===== src/rtl/alu_rr_arbiter.sv =====
// alu_rr_arbiter: round-robin sharing of one two-function ALU between two requesters
module alu_rr_arbiter #(
  parameter int WIDTH = 32,
  parameter int ALU_LAT = 1,
  parameter int CNT_W = 16
) (
  input  logic             clk,
  input  logic             rst,
  input  logic             req0_valid,
  input  logic             req0_op,
  input  logic [WIDTH-1:0] req0_a,
  input  logic [WIDTH-1:0] req0_b,
  output logic             req0_ready,
  output logic             rsp0_valid,
  output logic [WIDTH-1:0] rsp0_data,
  input  logic             req1_valid,
  input  logic             req1_op,
  input  logic [WIDTH-1:0] req1_a,
  input  logic [WIDTH-1:0] req1_b,
  output logic             req1_ready,
  output logic             rsp1_valid,
  output logic [WIDTH-1:0] rsp1_data,
  output logic             alu_op_sel,
  output logic [WIDTH-1:0] alu_a,
  output logic [WIDTH-1:0] alu_b,
  input  logic [WIDTH-1:0] alu_result,
  output logic             busy,
  output logic [CNT_W-1:0] ops_done
);
  localparam int WC_W = ALU_LAT > 0 ? $clog2(ALU_LAT + 1) : 1;
  typedef enum logic [1:0] {IDLE, WAIT, RESP} state_t;
  state_t state, state_nxt;
  logic [WC_W-1:0] wait_cnt;
  logic last_grant, grant, gid, accept;
  always_comb begin
    grant = (req0_valid & req1_valid) ? ~last_grant : req1_valid;
    req0_ready = (state == IDLE) & req0_valid & ~grant;
    req1_ready = (state == IDLE) & req1_valid & grant;
    accept = req0_ready | req1_ready;
    state_nxt = (state == IDLE) ? (accept ? WAIT : IDLE) :
                (state == WAIT) ? (wait_cnt == '0 ? RESP : WAIT) : IDLE;
    busy = state != IDLE;
    rsp0_valid = (state == RESP) & ~gid;
    rsp1_valid = (state == RESP) & gid;
  end
  always_ff @(posedge clk) begin
    if (rst) state <= IDLE;
    else state <= state_nxt;
  end
  always_ff @(posedge clk) begin
    if (rst) begin
      last_grant <= 1'b1;
      gid <= 1'b0;
      wait_cnt <= '0;
      alu_op_sel <= 1'b0;
      alu_a <= '0;
      alu_b <= '0;
      rsp0_data <= '0;
      rsp1_data <= '0;
      ops_done <= '0;
    end else begin
      if (accept) begin
        alu_op_sel <= grant ? req1_op : req0_op;
        alu_a <= grant ? req1_a : req0_a;
        alu_b <= grant ? req1_b : req0_b;
        gid <= grant;
        last_grant <= grant;
        wait_cnt <= WC_W'(ALU_LAT);
      end
      if (state == WAIT && wait_cnt != '0) wait_cnt <= wait_cnt - WC_W'(1);
      // result is sampled the cycle the countdown has expired, so ALU_LAT=0 reads a combinational ALU directly
      if (state == WAIT && wait_cnt == '0 && !gid) rsp0_data <= alu_result;
      if (state == WAIT && wait_cnt == '0 && gid) rsp1_data <= alu_result;
      if (state == RESP) ops_done <= ops_done + CNT_W'(1);
    end
  end
endmodule


===== config.mk =====
export PLATFORM = sky130hd
export DESIGN_NAME = alu_rr_arbiter
export DESIGN_NICKNAME = d
export VERILOG_FILES = /design/src/rtl/alu_rr_arbiter.sv
export SDC_FILE = /design/constraint.sdc
export NUM_CORES = 1
export LEC_CHECK = 0
export BUFFER_PORTS_ARGS = -buffer_cell sky130_fd_sc_hd__clkbuf_2
export CAP_MARGIN = 30
export CORE_UTILIZATION = 41
export CTS_BUF_LIST = sky130_fd_sc_hd__clkbuf_16
export CTS_CLUSTER_SIZE = 10
export DETAILED_ROUTE_END_ITERATION = 16
export GPL_TIMING_DRIVEN = 0
export PLACE_DENSITY_LB_ADDON = 0.2
export SKIP_LAST_GASP = 1
export SLEW_MARGIN = 20
export SYNTH_ARGS = -nofsm -noshare
export SYNTH_HDL_FRONTEND = slang
export SYNTH_SLANG_ARGS = --single-unit

===== constraint.sdc =====
create_clock -name clk -period 1.4 [get_ports clk]
set_input_delay 0.28 -clock clk [delete_from_list [all_inputs] [get_ports clk]]
set_output_delay 0.28 -clock clk [all_outputs]
set_load 0.01 [all_outputs]

==> impl_metrics.toml, run 1 <==
[logic_synthesis]
synth_area_um2 = 5990
synth_edf_count = 0
synth_fp_nets = 853
synthMostInstantiatedCell = "dfxtp_1"
syn_avg_cell_area_um2 = 8.74
synth_common_cells = "150 x dfxtp_1, 138 x nand2_1, 86 x nor2_1, 71 x a21oi_1, 66 x mux2i_1"
yosysSeqAreaShare = 0.501
syn_inst = 686
synth_warnings = 0
synth_area_leaders = "dfxtp_1 50%, mux2i_1 11%, nand2_1 8.6%"
synth_top_area_frac = 0.501
async_reset_ff_frac = 0
synth_flop_cell = "dfxtp_1"
ys_ff_latch = 150
yosys.area.top_type = "dfxtp_1"
synth_cell_types = 36

[power_and_ir_drop]
clkPwrFrac = 0.372
p_seq_frac = 0.391
switching_share = 0.287
total_power_mw = 12.4
powerDensity_nw_per_um2 = 1200
combPwrFrac = 0.237
switching_power_mw = 3.55
internal-power_mw = 8.85
irDropWorstVdd_v = 0.000920
p_leak_nw = 4.61

[floorplan]
core_um2 = 14100
rows = 43
initial_core_util = 0.425
io_pins = 316
die_w_um = 123
fp.dieH_um = 123
die_area_um2 = 15100

[placed_design]
dpl_cell_area_um2 = 7860
post-place-ws_ns = -0.512
place_inst = 1180
hpwl_um = 14500
io_buffers = 314
place_congestion = 0.791

[detailed_routing]
ant_nets = 0
wirelength_um = 21900
via_per_inst = 5.08
firstDrtPassIters = 4
route.vias.total = 6420
routedWlPerCell_um = 17.3
route.detailed.drc = 0
drt_iter0_markers = 274

[setup_path]
end_kind = "output pin"
timing_worst_setup_path_type = "reg -> out"
cp_top_family = "flip-flops"
crit_buf_inv = 2
r2r_setup_slack_ns = -0.21
crit_slowest_cell = "dfxtp_2"
cp-start-kind = "flop"
cpPeakStageDelay_ns = 0.33
path_cells = "a21boi_2 -> buf_6 -> and2_4 -> buf_8"
worst_ep_arrival_time_ns = 1.35
cp.required_ns = 1.12
worst-path-max-fanout = 3

[sta]
fmax_mhz = 615
skew_ns = 0.00683
hold_viol = 0
period_needed_ns = 1.63
rsz0062_at_grt = "true"
finalSetupViolations = 135
worst_slew_pin_slew_ns = 0.753
whs_ns = 0.0905
fin_crit_sh = 1.16
max_slew_margin = 0.498
slew_viol_final = 0
worst_slack_ns = -0.227
setup_tns_ns = -14.30

[global_routing]
antenna_found_initial = 2
grt_pass1_vias = 5908
grt_max_degree = 17
overflow = 0
grt_pass1_wl_um = 30100
grtUsageTotal = 0.263

[finish]
drive_above_1_share = 0.586
post-route-util = 0.734
area_delta_synth_final_pct = 72.6
nNetsFinal = 1236
fin_cells = 1264
design_area_um2 = 10300

[cts]
clk_latency_ns = 0.43
cts_tree = "built"
clock-root-buffer = "clkbuf_16"
cts_sinks = 150
ctsHtreeMaxLevel = 4
clk_pin_slew_ns = 0.06
clk_path_buf_depth = 2
hold_buffers = 0
cts-buffers-inserted = 17

[flow_run]
cap_violations = 0

[status]
status = "finished, violations left"
violations = "negative setup slack"

[min_path]
hold_class = "in -> reg"
registers in the layout, summed over array words and instances, names as in the netlist, 2 cells and up:
signal	flops
alu_a	32
alu_b	32
rsp0_data	32
rsp1_data	32
ops_done	16
state	2
cell usage in the layout, fill, tap and decap left out, types with 13 or more instances in the layout:
cell / Yosys / final
dfxtp_1: 150 / 136
a21oi_1: 71 / 13
clkbuf_16: 0 / 25
a211oi_1: 65 / 52
nor2_1: 86 / 82
buf_4: 4 / 21
a211oi_2: 0 / 13
a21oi_2: 0 / 58
nand2_2: 0 / 23
buf_8: 0 / 16
buf_6: 0 / 35
clkbuf_2: 0 / 317
nand2_1: 138 / 64
nand2_4: 0 / 51
mux2i_1: 66 / 55
layout make-up:
type	count	area [um^2]
fillers	1030	3750
multi-input cells	479	3640
flip-flops and latches	150	3040
repair buffers	367	2310
plain buffers	51	534
clock buffers	17	425
well taps	180	225
clock inverters	15	160
inverters	3	11.3
diodes	2	5.00
path summary, 6_finish.rpt:
check | cells past startpoint | to | from
max | 4 | req1_ready | last_grant
min | 3 | rsp0_data[5] | alu_result[5]
max reg2reg | 9 | rsp0_data[18] | state[0]
min reg2reg | 2 | rsp0_data[27] | rsp0_data[27]
layer usage:
layer | vias to the layer above | routed length (um) | share of wire | track usage
met5 | - | 0 | 0 | 0
met4 | 0 | 666 | 0.030 | 0.130
met3 | 40 | 1660 | 0.076 | 0.0890
met2 | 218 | 11400 | 0.52 | 0.466
met1 | 3020 | 8180 | 0.37 | 0.278
li1 | 3142 | - | - | -
worst reg2reg max path, delay by kind of cell (launching register included):
family | cells | cell delay (ns)
buf+inv | 5 | 0.72
flops | 1 | 0.39
simple gates | 3 | 0.31
compound gates | 1 | 0.12
cells by family (layout without fill, tap and decap cells):
kind of cell,after synthesis,in the layout,share of synthesized area
adder cells (fa/ha/maj),1,1,0.00209
AND/OR/NAND/NOR,257,257,0.176
other,0,2,0
AO/OA/AOI/OAI,145,145,0.152
multiplexers,67,67,0.112
XOR/XNOR,9,9,0.0131
buffers and inverters,57,453,0.0440
flip-flops,150,150,0.501
what timing repair did:
action                                  in CTS  in global routing
buffers inserted                            17                 22
endpoints found under the setup margin     145                147
resized for setup                          109                281
pin swaps                                   27                123
cloned                                       4                 10
power groups by stage:
stage                     registers, mW  logic [mW]  clock network, mW
after floorplan                    5.05       0.951                  0
after global placement             4.90        1.97                  0
after detailed placement           4.90        1.98                  0
after CTS                          4.83        2.29               4.64
after global routing               4.89        3.16               4.82
final                              4.85        2.94               4.61
Note: power is estimated with default switching activity, not from simulation.
==> inputs of run 2 (changes only) <==
--- a/config.mk
+++ b/config.mk
@@ -5,6 +5,7 @@
 export SDC_FILE = /design/constraint.sdc
 export NUM_CORES = 1
 export LEC_CHECK = 0
+export ABC_AREA = 1
 export BUFFER_PORTS_ARGS = -buffer_cell sky130_fd_sc_hd__clkbuf_2
 export CAP_MARGIN = 30
 export CORE_UTILIZATION = 41
==> run 2 against run 1 <==
  * The flow still finishes with violations (negative setup slack)
  * Via count grew 11%
  * Utilization fell by 7.0 points
  * Area after synthesis grew 4.8%
  * Count of clock-buffer cells in the layout did not move
  * Fmax rose by 6.4%
  * Clock power fell by 9.1%
  * Die area increased by 4.7%
  * Critical path type unchanged
  * Largest cell class unchanged
  * Largest power group unchanged
==> impl_metrics.toml, run 2 <==
[status]
status = "finished, violations left"
violations = "negative setup slack"

[power_and_ir_drop]
p_seq_frac = 0.409
internal-power_mw = 8.51
switching_power_mw = 3.74
total_power_mw = 12.2
irDropWorstVdd_v = 0.000771
clkPwrFrac = 0.342
switching_share = 0.305
combPwrFrac = 0.249
p_leak_nw = 4.94
powerDensity_nw_per_um2 = 1250

[logic_synthesis]
async_reset_ff_frac = 0
synth_fp_nets = 1094
ys_ff_latch = 150
synth_edf_count = 0
yosysSeqAreaShare = 0.478
synth_cell_types = 24
synth_common_cells = "295 x nor2_1, 230 x nand2_1, 150 x dfxtp_1, 97 x o21ai_0, 39 x o21ai_1"
synth_area_um2 = 6280
synth_top_area_frac = 0.478
syn_inst = 927
synth_flop_cell = "dfxtp_1"
synth_warnings = 0
synth_area_leaders = "dfxtp_1 48%, nor2_1 18%, nand2_1 14%"
syn_avg_cell_area_um2 = 6.78
yosys.area.top_type = "dfxtp_1"
synthMostInstantiatedCell = "nor2_1"

[min_path]
hold_class = "in -> reg"
whs_endpoint = "rsp1_data[10]"
min-delay-start = "alu_result[10]"
min_path_cells = 3

[cts]
ctsHtreeMaxLevel = 4
clk_latency_ns = 0.42
hold_buffers = 0
cts_tree = "built"
clock-root-buffer = "clkbuf_16"
cts_sinks = 150
cts-buffers-inserted = 17
clk_pin_slew_ns = 0.06
clk_path_buf_depth = 2

[floorplan]
rows = 44
fp.dieH_um = 126
io_pins = 316
die_area_um2 = 15800
initial_core_util = 0.426
die_w_um = 126
core_um2 = 14800

[sta]
fin_crit_sh = 1.09
rsz0062_at_grt = "true"
whs_ns = 0.0955
period_needed_ns = 1.53
skew_ns = 0.00801
worst_slack_ns = -0.128
finalSetupViolations = 83
slew_viol_final = 0
max_slew_margin = 0.551
worst_slew_pin_slew_ns = 0.673
hold_viol = 0
fmax_mhz = 654

[finish]
design_area_um2 = 9800
layout_common_cells = "315 x clkbuf_2, 226 x nand2_1, 214 x nor2_1"
diodes = 0
drive_above_1_share = 0.427
fill_cells = 1349
area_delta_synth_final_pct = 56.1
final_common_cell = "clkbuf_2"
nNetsFinal = 1452

[global_routing]
grtUsageMet1 = 0.286
grtUsageTotal = 0.257
antenna_found_initial = 0
grtUsageMet3 = 0.0709
grt_use_met2 = 0.465
grt_max_degree = 17
overflow = 0
grt.busiest_layer = "met2"
grt_pass1_vias = 6483
grt_pass1_wl_um = 31900

[setup_path]
r2r_setup_slack_ns = -0.10
cpPeakStageDelay_ns = 0.37
rr_startpoint = "state[0]"
worst_ep_arrival_time_ns = 1.25
crit_slowest_cell = "dfxtp_4"
end_kind = "output pin"
worst_r2r_endpoint = "alu_a[8]"
crit_top_cell = "nor2_4"
cp.required_ns = 1.12
path_cells = "nor2_4 -> inv_2 -> nor2_4 -> buf_6"
worst-path-max-fanout = 3
cp-start-kind = "flop"
timing_worst_setup_path_type = "reg -> out"
r2r_cells = 9

[detailed_routing]
firstDrtPassIters = 7
via_per_inst = 4.80
ant_nets = 0
wirelength_um = 21100
route.vias.total = 7114
route.detailed.drc = 0
routedWlPerCell_um = 14.3
drt_iter0_markers = 328

[placed_design]
hpwl_um = 15000
io_buffers = 314
dpl_cell_area_um2 = 8080
place_congestion = 0.860

[flow_run]
cap_violations = 0
run 2: cell count changes after synthesis, sizes merged, moves of 21 or more:
cell    delta
nor2     +217
nand2     +93
mux2i     -66
a21oi     -67
a211oi    -65
inv       +21
o21ai    +134
run 2: stage by stage:
| step | TNS (ns) | cells | util | setup WS [ns] |
|---|---|---|---|---|
| after global routing | -13.80 | 1482 | 0.665 | -0.178 |
| final | -5.71 | 1482 | 0.665 | -0.128 |
| after CTS | -4.57 | 1471 | 0.612 | -0.129 |
| after detailed placement | -28.05 | 1425 | 0.548 | -0.412 |
| after floorplan | 0 | 927 | - | 0.0140 |
| after global placement | -26.26 | 1425 | 0.548 | -0.403 |
run 2: area by class of cell:
cell class              instances  area (um^2)  area share
inverters                      24          105      0.0107
repair buffers                343         2000       0.204
clock inverters                15          118      0.0120
plain buffers                  52          457      0.0466
well taps                     184          230      0.0235
flip-flops and latches        150         3020       0.308
clock buffers                  17          425      0.0434
multi-input cells             697         3450       0.352
run 2: cell families (layout without fill, tap and decap cells):
kind of cell	after synthesis	in the layout	synth area share
compound gates	142	142	0.114
simple gates	552	552	0.340
buf+inv	80	451	0.0633
flops	150	150	0.478
fa+ha+maj	1	1	0.00199
xor+xnor	2	2	0.00279
run 2: worst max path at each step:
stage	startpoint	endpoint	slack, ns	depth (start not counted)
4_1_cts	last_grant	req0_ready	-0.13	5
2_1_floorplan	state[1]	alu_a[12]	0.01	8
3_5_place_dp	rst	rsp1_data[2]	-0.41	6
5_1_grt	state[0]	req1_ready	-0.18	4
3_3_place_gp	rst	rsp1_data[1]	-0.40	6
6_report	state[0]	req1_ready	-0.13	4
run 2: metal layers:
metal  vias up  part of all wire
met2       235              0.51
met1      3203              0.40
met5         -                 0
li1       3632                 -
met4         0             0.026
met3        44             0.066
run 2: worst max-delay path: cells and delay by family (launching register included):
| kind | cells | cell delay, ns |
|---|---|---|
| flops | 1 | 0.37 |
| buf+inv | 2 | 0.20 |
| simple gates | 2 | 0.27 |
run 2: timing repair:
action | in CTS | in global routing
endpoints found under the setup margin | 128 | 140
cloned | 4 | 8
pin swaps | 10 | 51
buffers inserted | 13 | 4
gates resized for setup | 94 | 213
run 2: power groups by stage:
stage               clock network, mW  logic, mW  registers [mW]
floorplan                           0       1.11            5.17
global placement                    0       2.30            4.97
detailed placement                  0       2.30            4.99
CTS                              4.28       2.58            4.92
global route                     4.47       3.33            5.05
finish                           4.19       3.05            5.01
==> inputs of run 3 (changes only) <==
--- a/config.mk
+++ b/config.mk
@@ -8,7 +8,9 @@
 export ABC_AREA = 1
 export BUFFER_PORTS_ARGS = -buffer_cell sky130_fd_sc_hd__clkbuf_2
 export CAP_MARGIN = 30
-export CORE_UTILIZATION = 41
+export CELL_PAD_IN_SITES_DETAIL_PLACEMENT = 1
+export CELL_PAD_IN_SITES_GLOBAL_PLACEMENT = 2
+export CORE_UTILIZATION = 21
 export CTS_BUF_LIST = sky130_fd_sc_hd__clkbuf_16
 export CTS_CLUSTER_SIZE = 10
 export DETAILED_ROUTE_END_ITERATION = 16
==> run 3 against run 2 <==
  * The run still ends with negative setup slack left
  * Worst hold slack lost 0.022 ns
  * Die area up 93%
  * Wire length up 28%
  * Design area up 5.7%
  * Power up 6.4%
==> impl_metrics.toml, run 3 (synthesis gave the netlist of run 2 again) <==
[status]
status = "finished, violations left"
violations = "negative setup slack"

[setup_path]
cp.required_ns = 1.12
timing_worst_setup_path_type = "reg -> out"
worst-path-max-fanout = 3
worst_ep_arrival_time_ns = 1.25
r2r_cells = 9
r2r_setup_slack_ns = -0.11
worst_r2r_endpoint = "rsp0_data[26]"
cp-start-kind = "flop"
rr_startpoint = "state[1]"
end_kind = "output pin"

[power_and_ir_drop]
powerDensity_nw_per_um2 = 1260
p_leak_nw = 5.12
irDropWorstVdd_v = 0.000545

[flow_run]
cap_violations = 0

[detailed_routing]
wirelength_um = 27000
route.vias.total = 7174
routedWlPerCell_um = 15.9
firstDrtPassIters = 4
drt_iter0_markers = 186
ant_nets = 0
route.detailed.drc = 0
via_per_inst = 4.23

[global_routing]
overflow = 0
grt_pass1_vias = 7237
grt_max_degree = 19
grtUsageTotal = 0.172
antenna_found_initial = 0
grt_pass1_wl_um = 40900

[placed_design]
hpwl_um = 19800
io_buffers = 314
place_congestion = 0.771
dpl_cell_area_um2 = 8330

[cts]
cts_sinks = 150
clk_path_buf_depth = 2
hold_buffers = 0
cts-buffers-inserted = 17
ctsHtreeMaxLevel = 4
clk_latency_ns = 0.44
clock-root-buffer = "clkbuf_16"
cts_tree = "built"
clk_pin_slew_ns = 0.07

[finish]
layout_common_cells = "318 x clkbuf_2, 225 x nand2_1, 220 x nor2_1"
nNetsFinal = 1465
area_delta_synth_final_pct = 65.1
final_common_cell = "clkbuf_2"
regArea_um2 = 3020
design_area_um2 = 10400
diodes = 0
drive_above_1_share = 0.420
multiInputGateArea_um2 = 3410
fill_cells = 3656

[sta]
setup_tns_ns = -6.30
fmax_mhz = 652
period_needed_ns = 1.53
fin_crit_sh = 1.10
finalSetupViolations = 94
skew_ns = 0.0189
worst_slew_pin_slew_ns = 0.665
worst_slack_ns = -0.135
hold_viol = 0
max_slew_margin = 0.556
rsz0062_at_grt = "true"
slew_viol_final = 0

[floorplan]
initial_core_util = 0.216
core_um2 = 29100
io_pins = 316
rows = 62
fp.dieH_um = 175
die_area_um2 = 30600
die_w_um = 175

[min_path]
min-delay-start = "alu_result[19]"
min_path_cells = 3
whs_endpoint = "rsp1_data[19]"
hold_class = "in -> reg"
-- run 3: worst max path at each step --
stage | startpoint | end | slack (ns)
after floorplan | state[1] | alu_a[12] | 0.01
final | state[0] | req0_ready | -0.13
after CTS | state[1] | req0_ready | -0.15
after detailed placement | rst | rsp1_data[3] | -0.64
after global placement | rst | rsp1_data[3] | -0.61
after global routing | last_grant | alu_b[25] | -0.21
-- run 3: worst max-delay path: stages, from the launching register on --
cell      delay (ns)
dfxtp_4         0.37
nor2_4          0.12
nand2_2         0.09
nor2_4          0.10
clkbuf_8        0.15
-- run 3: timing repair --
| action | 4_1_cts | 5_1_grt |
|---|---|---|
| pin swaps | 9 | 38 |
| gates resized for setup | 107 | 181 |
| setup buffers | 13 | 13 |
| cloned | 6 | 10 |
| endpoints found under the setup margin | 136 | 146 |
-- run 3: metrics by stage --
stage / power (mW) / setup WS (ns) / hold WS (ns) / cells / util
2_1_floorplan: 6.29 / 0.0140 / 0.415 / 927 / -
3_3_place_gp: 7.43 / -0.615 / 0.463 / 1625 / 0.286
3_5_place_dp: 7.46 / -0.642 / 0.463 / 1625 / 0.286
4_1_cts: 12.7 / -0.145 / 0.0658 / 1672 / 0.326
5_1_grt: 13.7 / -0.210 / 0.0772 / 1695 / 0.356
6_report: 13.0 / -0.135 / 0.0739 / 1695 / 0.356
-- run 3: power by group --
part / switching, mW / leakage, nW / internal (mW)
sequential: 0.306 / 1.23 / 4.69
clock: 2.30 / 0.290 / 2.42
combinational: 1.78 / 3.60 / 1.54
total: 4.38 / 5.12 / 8.64
-- run 3: final cells by class --
class / count / area share
well taps: 384 / 0.0463
clock buffers: 17 / 0.0410
clock inverters: 15 / 0.0171
repair buffers: 356 / 0.219
multi-input cells: 697 / 0.329
plain buffers: 52 / 0.0449
inverters: 24 / 0.0115
flip-flops and latches: 150 / 0.292
-- run 3: layer usage --
metal,vias up,GRT usage,routed length [um]
met5,-,0,0
met4,0,0.0438,289
met3,16,0.0472,1780
met2,214,0.287,12800
met1,3285,0.217,12200
li1,3659,-,-
